**config.mk**
```make
export PLATFORM = sky130hd
export DESIGN_NAME = cp0_exc_ctrl_flat
export DESIGN_NICKNAME = d
export VERILOG_FILES = /design/src/rtl/cp0_exc_ctrl_if.sv /design/src/rtl/cp0_exc_ctrl.sv /design/src/flat_wrapper.sv
export SDC_FILE = /design/constraint.sdc
export NUM_CORES = 1
export LEC_CHECK = 0
export CAP_MARGIN = 40
export CELL_PAD_IN_SITES_DETAIL_PLACEMENT = 0
export CELL_PAD_IN_SITES_GLOBAL_PLACEMENT = 1
export CORE_AREA = 2 2 213 152
export DETAILED_ROUTE_END_ITERATION = 12
export DIE_AREA = 0 0 215 154
export HOLD_SLACK_MARGIN = 0.15
export MAX_ROUTING_LAYER = met4
export PLACE_DENSITY_LB_ADDON = 0.1
export SLEW_MARGIN = 20
export SYNTH_ARGS = -nofsm -noshare
export SYNTH_HDL_FRONTEND = slang
export SYNTH_SLANG_ARGS = --single-unit
```
**constraint.sdc**
```tcl
create_clock -name clk -period 3.7 [get_ports clk]
set_input_delay 0.74 -clock clk [delete_from_list [all_inputs] [get_ports clk]]
set_output_delay 0.74 -clock clk [all_outputs]
set_load 0.05 [all_outputs]
```
**src/rtl/cp0_exc_ctrl_if.sv**
```systemverilog
// Signal bundle between the MEM stage / CP0 register file and the exception sequencer.
// The slave modport is the sequencer; the master modport is the pipeline and CP0 side.
interface cp0_exc_ctrl_if;
    logic        instr_valid;
    logic [31:0] instr_pc;
    logic        instr_bd;
    logic        is_syscall;
    logic        is_eret;
    logic [31:0] status;
    logic [31:0] cause;
    logic [31:0] epc;
    logic [31:0] ebase;
    logic        cp0_we;
    logic [5:0]  cp0_waddr;
    logic [31:0] cp0_wdata;
    logic        flush;
    logic        busy;
    logic        redirect_valid;
    logic [31:0] redirect_pc;

    modport slave (
        input  instr_valid, instr_pc, instr_bd, is_syscall, is_eret,
        input  status, cause, epc, ebase,
        output cp0_we, cp0_waddr, cp0_wdata, flush, busy, redirect_valid, redirect_pc
    );

    modport master (
        output instr_valid, instr_pc, instr_bd, is_syscall, is_eret,
        output status, cause, epc, ebase,
        input  cp0_we, cp0_waddr, cp0_wdata, flush, busy, redirect_valid, redirect_pc
    );
endinterface

```
**src/rtl/cp0_exc_ctrl.sv**
```systemverilog
// Exception/interrupt/ERET sequencer: flushes the pipeline, writes EPC/Cause/Status
// through the single CP0 write port and redirects fetch. All outputs are registered.
module cp0_exc_ctrl #(
    parameter logic [31:0] EXC_OFFSET = 32'h00000180,
    parameter logic [4:0]  INT_CODE   = 5'b00000,
    parameter logic [4:0]  SYS_CODE   = 5'b01000
) (
    input  logic          clk,
    input  logic          rst,
    cp0_exc_ctrl_if.slave bus
);

    typedef enum logic [2:0] {
        IDLE, WR_EPC, WR_CAUSE, WR_STATUS, ERET_STATUS, REDIRECT
    } state_e;

    localparam logic [5:0] ADDR_STATUS = 6'd12;
    localparam logic [5:0] ADDR_CAUSE  = 6'd13;
    localparam logic [5:0] ADDR_EPC    = 6'd14;

    state_e      state_q, state_d;

    logic [31:0] pc_q, pc_d;
    logic        bd_q, bd_d;
    logic [4:0]  code_q, code_d;
    logic [31:0] status_q, status_d;
    logic [31:0] cause_q, cause_d;
    logic [31:0] epc_q, epc_d;
    logic [31:0] ebase_q, ebase_d;

    logic        we_q, we_d;
    logic [5:0]  waddr_q, waddr_d;
    logic [31:0] wdata_q, wdata_d;
    logic        flush_q, flush_d;
    logic        busy_q, busy_d;
    logic        rv_q, rv_d;
    logic [31:0] rpc_q, rpc_d;

    logic        int_pending;

    // Evaluated on the live Status, so EXL set by our own write masks further interrupts.
    assign int_pending = bus.status[0] & ~bus.status[1] &
                         (|(bus.status[15:10] & bus.cause[15:10]));

    always_comb begin
        // NOTE: every signal gets a default before the case so no path leaves it unassigned (no latches).
        state_d  = state_q;
        pc_d     = pc_q;
        bd_d     = bd_q;
        code_d   = code_q;
        status_d = status_q;
        cause_d  = cause_q;
        epc_d    = epc_q;
        ebase_d  = ebase_q;
        we_d     = 1'b0;
        waddr_d  = '0;
        wdata_d  = '0;
        flush_d  = 1'b0;
        busy_d   = 1'b0;
        rv_d     = 1'b0;
        rpc_d    = '0;

        unique case (state_q)
            IDLE: begin
                if (bus.instr_valid && (int_pending || bus.is_syscall || bus.is_eret)) begin
                    pc_d     = bus.instr_pc;
                    bd_d     = bus.instr_bd;
                    status_d = bus.status;
                    cause_d  = bus.cause;
                    epc_d    = bus.epc;
                    ebase_d  = bus.ebase;
                    if (int_pending) begin
                        code_d  = INT_CODE;
                        state_d = WR_EPC;
                    end else if (bus.is_syscall) begin
                        code_d  = SYS_CODE;
                        state_d = WR_EPC;
                    end else begin
                        state_d = ERET_STATUS;
                    end
                end
            end
            WR_EPC:      state_d = WR_CAUSE;
            WR_CAUSE:    state_d = WR_STATUS;
            WR_STATUS:   state_d = REDIRECT;
            ERET_STATUS: state_d = REDIRECT;
            REDIRECT:    state_d = IDLE;
            default:     state_d = IDLE;
        endcase

        // Outputs are derived from the state being entered, then registered.
        busy_d = (state_d != IDLE);
        unique case (state_d)
            WR_EPC: begin
                flush_d = 1'b1;
                we_d    = 1'b1;
                waddr_d = ADDR_EPC;
                wdata_d = bd_d ? (pc_d - 32'd4) : pc_d;
            end
            WR_CAUSE: begin
                we_d    = 1'b1;
                waddr_d = ADDR_CAUSE;
                wdata_d = {bd_d, cause_d[30:7], code_d, cause_d[1:0]};
            end
            WR_STATUS: begin
                we_d    = 1'b1;
                waddr_d = ADDR_STATUS;
                wdata_d = status_d | 32'h2;
            end
            ERET_STATUS: begin
                flush_d = 1'b1;
                we_d    = 1'b1;
                waddr_d = ADDR_STATUS;
                wdata_d = status_d & ~32'h2;
            end
            REDIRECT: begin
                rv_d  = 1'b1;
                rpc_d = (state_q == ERET_STATUS) ? epc_d : (ebase_d + EXC_OFFSET);
            end
            default: ;
        endcase
    end

    always_ff @(posedge clk) begin
        // NOTE: sequential state uses non-blocking assignments so all registers update together.
        if (rst) begin
            state_q  <= IDLE;
            pc_q     <= '0;
            bd_q     <= 1'b0;
            code_q   <= '0;
            status_q <= '0;
            cause_q  <= '0;
            epc_q    <= '0;
            ebase_q  <= '0;
            we_q     <= 1'b0;
            waddr_q  <= '0;
            wdata_q  <= '0;
            flush_q  <= 1'b0;
            busy_q   <= 1'b0;
            rv_q     <= 1'b0;
            rpc_q    <= '0;
        end else begin
            state_q  <= state_d;
            pc_q     <= pc_d;
            bd_q     <= bd_d;
            code_q   <= code_d;
            status_q <= status_d;
            cause_q  <= cause_d;
            epc_q    <= epc_d;
            ebase_q  <= ebase_d;
            we_q     <= we_d;
            waddr_q  <= waddr_d;
            wdata_q  <= wdata_d;
            flush_q  <= flush_d;
            busy_q   <= busy_d;
            rv_q     <= rv_d;
            rpc_q    <= rpc_d;
        end
    end

    assign bus.cp0_we         = we_q;
    assign bus.cp0_waddr      = waddr_q;
    assign bus.cp0_wdata      = wdata_q;
    assign bus.flush          = flush_q;
    assign bus.busy           = busy_q;
    assign bus.redirect_valid = rv_q;
    assign bus.redirect_pc    = rpc_q;

endmodule

```
**src/flat_wrapper.sv**
```systemverilog
// flat-port wrapper written by rule: the top's interface ports become plain ports
module cp0_exc_ctrl_flat 
#(
    parameter logic [31:0] EXC_OFFSET = 32'h00000180,
    parameter logic [4:0]  INT_CODE   = 5'b00000,
    parameter logic [4:0]  SYS_CODE   = 5'b01000
)
  (clk, rst, bus_instr_valid, bus_instr_pc, bus_instr_bd, bus_is_syscall, bus_is_eret, bus_status, bus_cause, bus_epc, bus_ebase, bus_cp0_we, bus_cp0_waddr, bus_cp0_wdata, bus_flush, bus_busy, bus_redirect_valid, bus_redirect_pc);
  cp0_exc_ctrl_if bus_i ();
  input  logic clk;
  input  logic rst;
  input wire logic [$bits(bus_i.instr_valid)-1:0] bus_instr_valid;
  input wire logic [$bits(bus_i.instr_pc)-1:0] bus_instr_pc;
  input wire logic [$bits(bus_i.instr_bd)-1:0] bus_instr_bd;
  input wire logic [$bits(bus_i.is_syscall)-1:0] bus_is_syscall;
  input wire logic [$bits(bus_i.is_eret)-1:0] bus_is_eret;
  input wire logic [$bits(bus_i.status)-1:0] bus_status;
  input wire logic [$bits(bus_i.cause)-1:0] bus_cause;
  input wire logic [$bits(bus_i.epc)-1:0] bus_epc;
  input wire logic [$bits(bus_i.ebase)-1:0] bus_ebase;
  output wire logic [$bits(bus_i.cp0_we)-1:0] bus_cp0_we;
  output wire logic [$bits(bus_i.cp0_waddr)-1:0] bus_cp0_waddr;
  output wire logic [$bits(bus_i.cp0_wdata)-1:0] bus_cp0_wdata;
  output wire logic [$bits(bus_i.flush)-1:0] bus_flush;
  output wire logic [$bits(bus_i.busy)-1:0] bus_busy;
  output wire logic [$bits(bus_i.redirect_valid)-1:0] bus_redirect_valid;
  output wire logic [$bits(bus_i.redirect_pc)-1:0] bus_redirect_pc;
  assign bus_i.instr_valid = bus_instr_valid;
  assign bus_i.instr_pc = bus_instr_pc;
  assign bus_i.instr_bd = bus_instr_bd;
  assign bus_i.is_syscall = bus_is_syscall;
  assign bus_i.is_eret = bus_is_eret;
  assign bus_i.status = bus_status;
  assign bus_i.cause = bus_cause;
  assign bus_i.epc = bus_epc;
  assign bus_i.ebase = bus_ebase;
  assign bus_cp0_we = bus_i.cp0_we;
  assign bus_cp0_waddr = bus_i.cp0_waddr;
  assign bus_cp0_wdata = bus_i.cp0_wdata;
  assign bus_flush = bus_i.flush;
  assign bus_busy = bus_i.busy;
  assign bus_redirect_valid = bus_i.redirect_valid;
  assign bus_redirect_pc = bus_i.redirect_pc;
  cp0_exc_ctrl #(.EXC_OFFSET(EXC_OFFSET), .INT_CODE(INT_CODE), .SYS_CODE(SYS_CODE)) u_core (.clk(clk), .rst(rst), .bus(bus_i));
endmodule
```
### Word-level counts from Yosys, hierarchy flattened

Index checks and enable logic that the tools add are counted.

* reduce and logical (&&, ||, !) cells: 12
* bitwise logic cells: 5
* equality and inequality tests: 9
* $add $sub $neg: 2
* multiplexer cells: 27

Operators by type and width (number)
* $mux 32: 10
* $pmux 32 s4: 1
* $mux 31: 2
* $add 32x9->32 const B: 1
* $sub 32x3->32 const B: 1
* $mux 5: 4
* $eq 3x2->1 const B: 4
* $pmux 3 s4: 1
* $pmux 4 s3: 1
* $eq 3x3->1 const B: 3
* $mux 3: 3
* $reduce_or 2->1: 4
* $and 6x6->6: 1
* $eq 3x1->1 const B: 2
* $reduce_or 6->1: 1
* $mux 1: 5
* $reduce_or 4->1: 1
* $logic_not 3->1: 1
* $reduce_bool 3->1: 1
* $and 1x1->1: 2
* $logic_or 1x1->1: 2
* $not 1->1: 2
* $reduce_and 2->1: 1
* $logic_and 1x1->1: 1

* input bits: 166
* register bits: 242
* output and inout port bits: 74
* word-level logic and storage cells: 72

### Depth between registers and ports, before layout

* depth in word-level cells: 11
* mapped depth: 17
* mapped depth without buffers: 12

### Worst setup path before layout

Ideal clock, no wire load.

* kind: in2reg
* start point: input bus_instr_valid
* end point: register u_core.rpc_q[31], in the netlist u_core.bus.redirect_pc[31]
* setup time: 0.062 ns
* path buffers: 4
* setup slack: -0.100 ns
* data arrival time: 3.738 ns
* cell stages on the path: 15
* data required time: 3.638 ns
* path through: or4b_1 -> buf_2 -> a21oi_4 -> nand2_2 -> buf_4 -> buf_4 -> buf_2 -> mux2i_1 -> ha_1 -> nor2b_1 -> nor3b_1 -> and3_1 -> a32oi_1 -> or3_1 -> nand3_1

* longest elaborated chain between the ends: 6
* elaborated cells between the ends (all ways): 12
* classes of those cells: 1 x add/sub; 1 x eq/ne; 7 x mux; 1 x bitwise; 2 x reduce/logical

Ends and longest elaborated chain
* start: declaration: line flat_wrapper.sv:12 `input wire logic [$bits(bus_i.instr_valid)-1:0] bus_instr_valid;`
* $logic_and 1x1->1 (*): line cp0_exc_ctrl.sv:65 `if (bus.instr_valid && (int_pending || bus.is_syscall || bus.is_eret)) begin`
* parallel branches: the longest is 5 deep, another holds $add 32x9->32
* end signal: assignment: line cp0_exc_ctrl.sv:157 `rpc_q <= rpc_d;`
* end: declaration: line cp0_exc_ctrl.sv:37 `logic [31:0] rpc_q, rpc_d;`

Mark *: on every way between the ends.
A chain may end at the register's enable or synchronous reset.

### Worst setup path after layout

Same ends and word-level chain as after synthesis.

==> key figures <==
Run status
  • Status: complete, no violations

GRT
  • Pin count of the biggest net entering global routing: 57
  • Number of global-route vias before repair: 9,100
  • First-pass GRT wire length: 52,700 um
  • Antenna violations before repair: 0
  • Total gr overflow: 0
  • GRT Total Usage: 20.7%

Worst setup path
  • Critical Path Stages: 11
  • Reg2Reg Depth: 10
  • CP dominant cell by count: or3_1
  • Setup CP Type: input pin to flip-flop
  • Worst setup EP type: flip-flop
  • Signal arrival time at the worst endpoint: 3910 ps
  • CP max FO: 8
  • Critical Path Max Stage Delay: 530 ps
  • Req. time, crit path: 4190 ps
  • Critical-path cell list: clkdlybuf4s50_1 -> or4b_1 -> a21oi_4 -> nand2_8 -> mux2i_2 -> ha_2 -> or3_1 -> nor2_1 -> a32oi_1 -> or3_1 -> nand3_1
  • Buffers and inverters on the worst path: 1
  • CP delay by family, top: simple AND/OR/NAND/NOR gates
  • Slowest cell on crit path: or4b_1
  • Worst setup SP type: input pin

Floorplan
  • Die span in y: 154 um
  • Placement Rows: 54
  • Die X: 215 um
  • Die footprint: 33,100 sq um
  • Initial cell density of the core: 32.9%
  • Core box area: 30,900 sq um
  • IO Count: 240

Clocking
  • Worst-case clock buffer depth: 3
  • Post-CTS Setup Bufs: 0
  • # hold bufs at CTS: 0
  • # resized after CTS: 0
  • Clk_lat worst skew: 540 ps
  • Clock Tree Root: clkbuf_16
  • CTS H-tree lvls: 1
  • CTS buffer count: 26
  • CTS tree: yes
  • Clock Sinks: 231
  • Clock Pin Slew Worst Setup and Hold Paths: 60 ps

Pwr
  • Clock share of power: 33.5%
  • Combinational power share: 30.5%
  • LEAKAGE: 5.65 nW
  • Reg power frac: 36.1%
  • Pwr/cell area: 572 nW/um^2
  • Switch share: 33.7%
  • Switching power: 0.00273 W
  • P_int: 0.00538 W
  • Peak VDD IR: 0.305 mV

Logic synthesis
  • Synth warn: 0
  • Area leader, netlist: dfxtp_1
  • Synth top area share: 45.4%
  • Register area share after synthesis: 45.4%
  • Yosys cell types: 62
  • Avg Inst Size Synth: 8.41 sq um
  • EDFF count, synth: 0
  • Synth Cell Area: 10,200 sq um
  • Number of synthesized register bits: 231
  • Area contributors post-synth: dfxtp_1, mux2i_1, nand2_1, nor2_1, a21oi_1
  • Ys async rst share: 0%
  • Cells after synthesis: 1,210
  • Top_reg_cell synth: dfxtp_1

Final layout
  • Commonest non-fill, non-tap cell in the layout: dfxtp_1
  • Share of cells above drive strength 1: 10.4%
  • Non-filler cells, final: 1,913
  • Ant. Diodes: 0
  • # nets final: 1,641
  • Synth-to-layout area growth: 39.2%
  • Fill cells: 3,125
  • Most frequent cells in the layout: dfxtp_1, clkdlybuf4s50_1, nand2_1

STA
  • RSZ-0062 raised after global routing: no
  • Hold Violations, Final: 0
  • Worst Skew: 16.6 ps
  • Final period utilization: 92.5%
  • Minimum clock period: 3420 ps
  • Fmax: 292 MHz
  • Fin Hold WS: 455 ps
  • Slew Viols, Final: 0
  • Max transition margin: 51.3%
  • Tightest Pin Transition: 730 ps
  • Final setup fails: 0

Routing
  • Avg WL per Cell: 17.7 um
  • Antenna Nets Post-Route: 0
  • Remaining DRCs: 0
  • Drt first-iter violations: 537
  • Vias per inst: 4.87
  • DRT Pass-1 Iters: 5
  • Routed wire length: 33,900 um
  • Routed via count: 9,313

Min path
  • Worst hold path depth: 2
  • HP Class: flip-flop to flip-flop

Place
  • Global placement routability congestion: 0.833
  • # port buffers: 231
  • Placed insts: 1,865
  • Detailed Place HPWL: 24,400 um

Job
  • Max-cap violations: 0
-- per-layer routing --
metal,up-vias,GRT usage [%],routed length (um)
li1,4681,-,-
met4,0,3.42,412
met1,4371,30.6,17700
met3,32,3.58,1690
met2,229,29.6,14100
met5,-,-,0
-- final cells by class --
type | instances | area [sq um] | area share, %
multi-input cells | 893 | 5150 | 36.4
flip-flops and latches | 231 | 4620 | 32.6
repair buffers | 312 | 2930 | 20.7
clock buffers | 39 | 801 | 5.65
well taps | 420 | 526 | 3.71
clock inverters | 9 | 104 | 0.733
inverters | 9 | 33.8 | 0.238
-- power by group through the flow --
stage                     Sequential, W  Combinational, W  Clock (W)
after floorplan                 0.00320           0.00135          0
after global placement          0.00297           0.00247          0
after detailed placement        0.00298           0.00248          0
after CTS                       0.00293           0.00249    0.00280
after global routing            0.00296           0.00268    0.00290
final                           0.00293           0.00247    0.00271
-- registers in the layout, indices dropped and copies added, names as in the netlist, 3 cells and up --
name / count
u_core.status_q: 31
u_core.bus.cp0_waddr: 3
u_core.pc_q: 30
u_core.code_q: 5
u_core.cause_q: 26
u_core.ebase_q: 32
u_core.state_q: 3
u_core.epc_q: 32
u_core.bus.cp0_wdata: 32
u_core.bus.redirect_pc: 32
-- path summary, 6_finish.rpt --
path	endpoint	from	slack (ps)
hold reg to reg	u_core.epc_q[28]$_SDFF_PP0_	u_core.epc_q[28]$_SDFF_PP0_	450
setup reg to reg	u_core.bus.redirect_pc[31]$_SDFF_PP0_	u_core.state_q[0]$_SDFF_PP0_	500
hold / removal	u_core.epc_q[28]$_SDFF_PP0_	u_core.epc_q[28]$_SDFF_PP0_	450
setup / recovery	u_core.bus.redirect_pc[31]$_SDFF_PP0_	bus_instr_valid	280
-- synthesized netlist by cell type (14+ instances only) --
cell type,instances
a21oi_1,97
and3_1,16
buf_2,16
clkbuf_1,39
dfxtp_1,231
mux2i_1,86
nand2_1,225
nand3_1,20
nor2_1,158
nor3_1,26
nor4_1,14
o21ai_1,25
o22ai_1,25
or3_1,19
xnor2_1,24
xor2_1,35
-- metrics by stage --
| stage | worst slack, ps | instance area (sq um) | util (%) | TNS [ps] | power [W] |
|---|---|---|---|---|---|
| after detailed placement | -222 | 13300 | 42.9 | -1930 | 0.00545 |
| after global routing | 95.4 | 14200 | 45.8 | 0 | 0.00855 |
| final | 278 | 14200 | 45.8 | 0 | 0.00811 |
| after global placement | -238 | 13300 | 42.9 | -2110 | 0.00544 |
| after CTS | 330 | 14200 | 45.8 | 0 | 0.00821 |
| after floorplan | 29.2 | 10200 | - | 0 | 0.00456 |
-- kinds of logic after synthesis --
group	synth area share (%)
adder cells (fa/ha/maj)	0.246
AO/OA/AOI/OAI	13.4
other	0.0368
flip-flops	45.4
XOR/XNOR	5.08
AND/OR/NAND/NOR	22.0
multiplexers	9.46
buffers and inverters	4.40
-- worst min-delay path, stage by stage, from the launching register on --
cell and delay (ps):
dfxtp_1 310, nand2_1 50, a21oi_1 50
Power figures use the tool's default switching activity.
